**config.mk**
```make
export PLATFORM = sky130hd
export DESIGN_NAME = dmem_lsu
export DESIGN_NICKNAME = d
export VERILOG_FILES = /design/src/rtl/dmem_lsu.sv
export SDC_FILE = /design/constraint.sdc
export NUM_CORES = 1
export LEC_CHECK = 0
export ABC_AREA = 1
export BUFFER_PORTS_ARGS = -buffer_cell sky130_fd_sc_hd__buf_2
export CAP_MARGIN = 30
export CORE_AREA = 2 2 207 128
export DETAILED_ROUTE_END_ITERATION = 10
export DIE_AREA = 0 0 209 130
export GPL_TIMING_DRIVEN = 0
export PLACE_DENSITY = 0.6
export SYNTH_ARGS = -nofsm -noshare
export SYNTH_HDL_FRONTEND = slang
export SYNTH_SLANG_ARGS = --single-unit
```
**constraint.sdc**
```tcl
create_clock -name clk -period 2.3 [get_ports clk]
set_input_delay 0.69 -clock clk [delete_from_list [all_inputs] [get_ports clk]]
set_output_delay 0.69 -clock clk [all_outputs]
set_load 0.02 [all_outputs]
```
**src/rtl/dmem_lsu.sv**
```systemverilog
// MEM-stage load/store initiator for a big-endian, word-wide data memory.
// Sub-word stores are read-modify-write; loads are lane-extracted and extended.
module dmem_lsu #(
  parameter int RD_WAIT   = 2,
  parameter int MEM_BYTES = 1024
) (
  input  logic        clk,
  input  logic        rst_n,
  input  logic        req_valid,
  output logic        req_ready,
  input  logic        req_write,
  input  logic [1:0]  req_size,
  input  logic        req_signed,
  input  logic [31:0] req_addr,
  input  logic [31:0] req_wdata,
  output logic        resp_valid,
  input  logic        resp_ready,
  output logic [31:0] resp_rdata,
  output logic        resp_err,
  output logic [31:0] mem_address,
  output logic [31:0] mem_writedata,
  output logic        mem_writeenable,
  output logic        mem_read,
  input  logic [31:0] mem_data,
  output logic [1:0]  dbg_state
);

  // Handshakes: a transfer happens on a rising edge where valid and ready are
  // both high; once raised, valid and its payload hold until that edge.
  typedef enum logic [1:0] {IDLE, READ, WRITE, RESP} state_t;

  localparam int          CW       = (RD_WAIT < 2) ? 1 : $clog2(RD_WAIT + 1);
  localparam logic [31:0] MAX_ADDR = 32'(MEM_BYTES - 4);

  state_t        state;
  logic [CW-1:0] cnt;
  logic          r_write;
  logic [1:0]    r_size;
  logic          r_signed;
  logic [1:0]    r_off;
  logic [31:0]   r_wdata;
  logic [31:0]   aligned;
  logic          req_err;

  assign dbg_state = state;
  assign aligned   = {req_addr[31:2], 2'b00};
  assign req_err   = (req_size == 2'b11) ||
                     (req_size == 2'b01 && req_addr[0]) ||
                     (req_size == 2'b10 && req_addr[1:0] != 2'b00) ||
                     (aligned > MAX_ADDR);

  function automatic logic [31:0] extract(input logic [31:0] w, input logic [1:0] off,
                                          input logic [1:0] size, input logic sgn);
    logic [7:0]  b;
    logic [15:0] h;
    case (off)
      2'd0:    b = w[31:24];
      2'd1:    b = w[23:16];
      2'd2:    b = w[15:8];
      default: b = w[7:0];
    endcase
    h = off[1] ? w[15:0] : w[31:16];
    case (size)
      2'b00:   return sgn ? {{24{b[7]}}, b} : {24'd0, b};
      2'b01:   return sgn ? {{16{h[15]}}, h} : {16'd0, h};
      default: return w;
    endcase
  endfunction

  function automatic logic [31:0] merge(input logic [31:0] w, input logic [1:0] off,
                                        input logic [1:0] size, input logic [31:0] d);
    logic [31:0] m;
    m = w;
    if (size == 2'b00) begin
      case (off)
        2'd0:    m[31:24] = d[7:0];
        2'd1:    m[23:16] = d[7:0];
        2'd2:    m[15:8]  = d[7:0];
        default: m[7:0]   = d[7:0];
      endcase
    end else if (off[1]) begin
      m[15:0] = d[15:0];
    end else begin
      m[31:16] = d[15:0];
    end
    return m;
  endfunction

  always_ff @(posedge clk or negedge rst_n) begin
    if (!rst_n) begin
      state           <= IDLE;
      cnt             <= '0;
      req_ready       <= 1'b0;
      resp_valid      <= 1'b0;
      resp_err        <= 1'b0;
      resp_rdata      <= '0;
      mem_address     <= '0;
      mem_writedata   <= '0;
      mem_writeenable <= 1'b0;
      mem_read        <= 1'b0;
      r_write         <= 1'b0;
      r_size          <= '0;
      r_signed        <= 1'b0;
      r_off           <= '0;
      r_wdata         <= '0;
    end else begin
      case (state)
        IDLE: begin
          req_ready <= 1'b1;
          if (req_valid && req_ready) begin
            req_ready <= 1'b0;
            r_write   <= req_write;
            r_size    <= req_size;
            r_signed  <= req_signed;
            r_off     <= req_addr[1:0];
            r_wdata   <= req_wdata;
            if (req_err) begin
              state      <= RESP;
              resp_valid <= 1'b1;
              resp_err   <= 1'b1;
              resp_rdata <= '0;
            end else if (req_write && req_size == 2'b10) begin
              state           <= WRITE;
              mem_address     <= aligned;
              mem_writedata   <= req_wdata;
              mem_writeenable <= 1'b1;
            end else begin
              state       <= READ;
              mem_address <= aligned;
              mem_read    <= 1'b1;
              cnt         <= CW'(1);
            end
          end
        end
        READ: begin
          if (cnt == CW'(RD_WAIT)) begin
            mem_read <= 1'b0;
            cnt      <= '0;
            if (r_write) begin
              state           <= WRITE;
              mem_writedata   <= merge(mem_data, r_off, r_size, r_wdata);
              mem_writeenable <= 1'b1;
            end else begin
              state      <= RESP;
              resp_valid <= 1'b1;
              resp_rdata <= extract(mem_data, r_off, r_size, r_signed);
            end
          end else begin
            cnt <= cnt + CW'(1);
          end
        end
        WRITE: begin
          mem_writeenable <= 1'b0;
          state           <= RESP;
          resp_valid      <= 1'b1;
          resp_rdata      <= '0;
        end
        RESP: begin
          if (resp_ready) begin
            state      <= IDLE;
            resp_valid <= 1'b0;
            resp_err   <= 1'b0;
            resp_rdata <= '0;
            req_ready  <= 1'b1;
          end
        end
        default: state <= IDLE;
      endcase
    end
  end

endmodule

```
==> summary.md <==
| Metric | Value |
|---|---|
| Root Driver | `clkbuf_16` |
| Synth Warn # | `0` |
| Synth Area in Compound Gates | `0.06339` |
| Vias/cell | `4.865` |
| R2R Setup Slk | `0.13 ns` |
| Setup bufs post-CTS | `0` |
| Total gr overflow | `0` |
| Setup crit start kind | `register` |
| Total number of vias | `7964` |
| Main combinational cell family by area after synthesis | `simple AND/OR/NAND/NOR gates` |
| Layout cells sized above 1 | `0.2743` |
| Switching share of total power | `0.5073` |
| Multiplexer share of the synthesized area | `0` |
| CORE AREA | `0.02561 sq mm` |
| Final period util | `0.9447` |
| Slew @ Worst Pin | `0.6816 ns` |
| Minimum clock period | `2.173 ns` |
| Clock share of power | `0.187` |
| Leakage power | `5.295 nW` |
| Status | `completed` |
| Final Hold Fails | `0` |
| Antenna violations before repair | `7` |
| Metal3 WL | `3175 microns` |
| Largest net degree at the start of global routing | `87` |
| Die W | `209 microns` |
| Die H | `130 microns` |
| Clk buf depth | `2` |
| Area after DPL | `0.008960 sq mm` |
| Switch Pwr | `7.074 mW` |
| RSZ-0062 raised after global routing | `no` |
| Yosys top cell area share | `0.4181` |
| Post-Syn Area | `0.007481 sq mm` |
| Clock Latency Late Sink | `0.43 ns` |
| Setup-failing EPs final | `0` |
| Final Skew | `0.01387 ns` |
| Worst-path clk slew | `0.07 ns` |
| Fin util | `0.3726` |
| CTS Sinks | `125` |
| Critical path data required time | `2.62 ns` |
| Number of distinct library cells after synthesis | `36` |
| XOR/XNOR share of the synthesized area | `0` |
| Wirelength per Cell | `17.44 microns` |
| Reg2reg end | `mem_writedata[14]` |
| Synthesized area per cell | `7.084 sq um` |
| Critical Path Fanout Max | `10` |
| DR WL met2 | `11360 microns` |
| Fmax | `460.2 MHz` |
| Cell taking the most area after synthesis | `dfrtp_1` |
| Post-Synth Adder-Cell Area | `0.006690` |
| DR DRC count | `0` |
| Vias in the first global route | `7385` |
| Nets | `1389` |
| Synth area leaders | `dfrtp_1, nand2_1, nand3_1` |
| DR pass1 iterations | `5` |
| Combinational power share | `0.555` |
| Fin area | `0.009544 sq mm` |
| Post-Synth Simple-Gate Area | `0.4196` |
| Top routing layer in use | `met5` |
| Drt first-iter violations | `832` |
| Gr usage total | `0.2130` |
| Hold WC Path Type | `in2async` |
| Final Max Slew Viols | `0` |
| First-pass GRT wire length | `43390 microns` |
| Register-to-Register Path Depth | `9` |
| IO buf count | `204` |
| Peak supply drop | `0.5358 mV` |
| Seq pwr share | `0.258` |
| Internal Power | `6.871 mW` |
| CTS buffer count | `17` |
| Kind of critical path | `reg2reg` |
| Io pins | `207` |
| DRT met1 WL | `13750 microns` |
| Initial Utilization | `0.2921` |
| Fill cells | `2761` |
| CP endpoint kind | `register` |
| Routed WL | `28550 microns` |
| Total power | `13.95 mW` |
| Seq/Total Area, Yosys | `0.4181` |
| Syn Inst Count | `1056` |
| Synthesis-stage register bit count | `125` |
| Routed Antenna Nets | `0` |
| R2r startpoint | `dbg_state[1]` |
| Hpwl dp | `22460 microns` |
| P&R area growth vs syn | `27.58%` |
| Htree depth | `4` |
| GPL Wtd Cong | `0.9145` |
| Max Cap Viol | `0` |
| Worst EP arrival | `2.49 ns` |
| Die Area | `0.02717 sq mm` |
| Slew HR | `0.5456` |
| Row count | `46` |
| Power Density | `1461 mW/mm^2` |
| TritonCTS clock tree | `yes` |
## power by group through the flow
stage / Clock [mW] / Combinational [mW] / Sequential (mW)
CTS: 2.66 / 7.69 / 3.59
floorplan: 0 / 4.66 / 4.12
finish: 2.60 / 7.74 / 3.60
global placement: 0 / 7.59 / 3.59
detailed placement: 0 / 7.66 / 3.62
global route: 2.77 / 8.59 / 3.70
## layout by cell type, fill, tap and decap left out, drive strengths merged
cell	count
a21oi	10
nand3	155
a21boi	1
clkbuf	38
nor3	2
clkinvlp	6
conb	2
nand2	458
or2	12
nor2	34
ha	4
dfrtp	125
diode	7
nand3b	1
clkinv	3
nand4	39
o21ai	66
buf	256
inv	76
o22ai	5
a31oi	1
## per-stage QoR
stage                     setup TNS (ns)  worst slack [ns]  hold WS, ns  instances
after floorplan                        0            0.3935       0.3944       1057
after global placement           -163.09            -1.324       0.4445       1597
after detailed placement               0           0.09177       0.4467       1598
after CTS                              0           0.06690       0.1794       1630
after global routing                   0           0.03235       0.1976       1631
final                                  0            0.1271       0.1849       1637
## worst max-delay path by stage
stage,from,endpoint,slack (ns),cells after the start
after floorplan,dbg_state[0],resp_rdata[25],0.39,12
after global placement,rst_n,mem_address[21],-1.32,1
after detailed placement,dbg_state[1],mem_writedata[16],0.09,10
after CTS,dbg_state[1],mem_writedata[16],0.07,10
after global routing,dbg_state[0],resp_rdata[31],0.03,12
final,dbg_state[1],mem_writedata[14],0.13,9
## cell usage after synthesis, drive strengths merged
master,n
nand2,458
nand3,155
dfrtp,125
inv,71
o21ai,66
buf,53
nand4,39
nor2,34
clkbuf,17
or2,12
a21oi,10
o22ai,5
ha,4
nor3,2
a21boi,1
a31oi,1
clkinv,1
conb,1
nand3b,1
## cells by family after synthesis
kind of cell             count (synthesis)
adder cells (fa/ha/maj)                  4
AO/OA/AOI/OAI                           83
buffers and inverters                  142
flip-flops                             125
AND/OR/NAND/NOR                        701
other                                    1
## flip-flops by register name (all words and copies together), names as in the netlist, 2 cells and up
register,count
mem_writedata,32
resp_rdata,32
mem_address,30
r_wdata,16
cnt,2
dbg_state,2
r_off,2
r_size,2
## layout make-up
| type | count | area, sq um | area share |
|---|---|---|---|
| Multi-Input combinational cell | 790 | 3671 | 0.3846 |
| Sequential cell | 125 | 3128 | 0.3277 |
| Timing Repair Buffer | 205 | 1055 | 0.1105 |
| Clock buffer | 19 | 452.9 | 0.04746 |
| Tap cell | 336 | 420.4 | 0.04405 |
| Buffer | 70 | 416.7 | 0.04366 |
| Inverter | 72 | 276.5 | 0.02897 |
| Clock inverter | 13 | 106.4 | 0.01114 |
| Antenna cell | 7 | 17.52 | 0.001835 |
## worst max-delay path: stages (launching register included)
cell and delay (ns):
dfrtp_1 0.42, inv_1 0.12, ha_1 0.23, buf_4 0.23, inv_2 0.05, or2_2 0.27
buf_2 0.20, buf_1 0.29, nand4_1 0.20, nand2_1 0.06
## routing by layer
metal	GRT usage	vias up
li1	-	3852
met5	0	-
met1	0.3201	3740
met4	0.04832	2
met3	0.06209	21
met2	0.2971	349
## repair_timing
item / CTS / global route
endpoints found under the setup margin: 0 / 24
endpoints found under the hold margin: 0 / 0
hold buffers: 0 / 0
resized for setup: 0 / 5
Power figures use the tool's default switching activity.
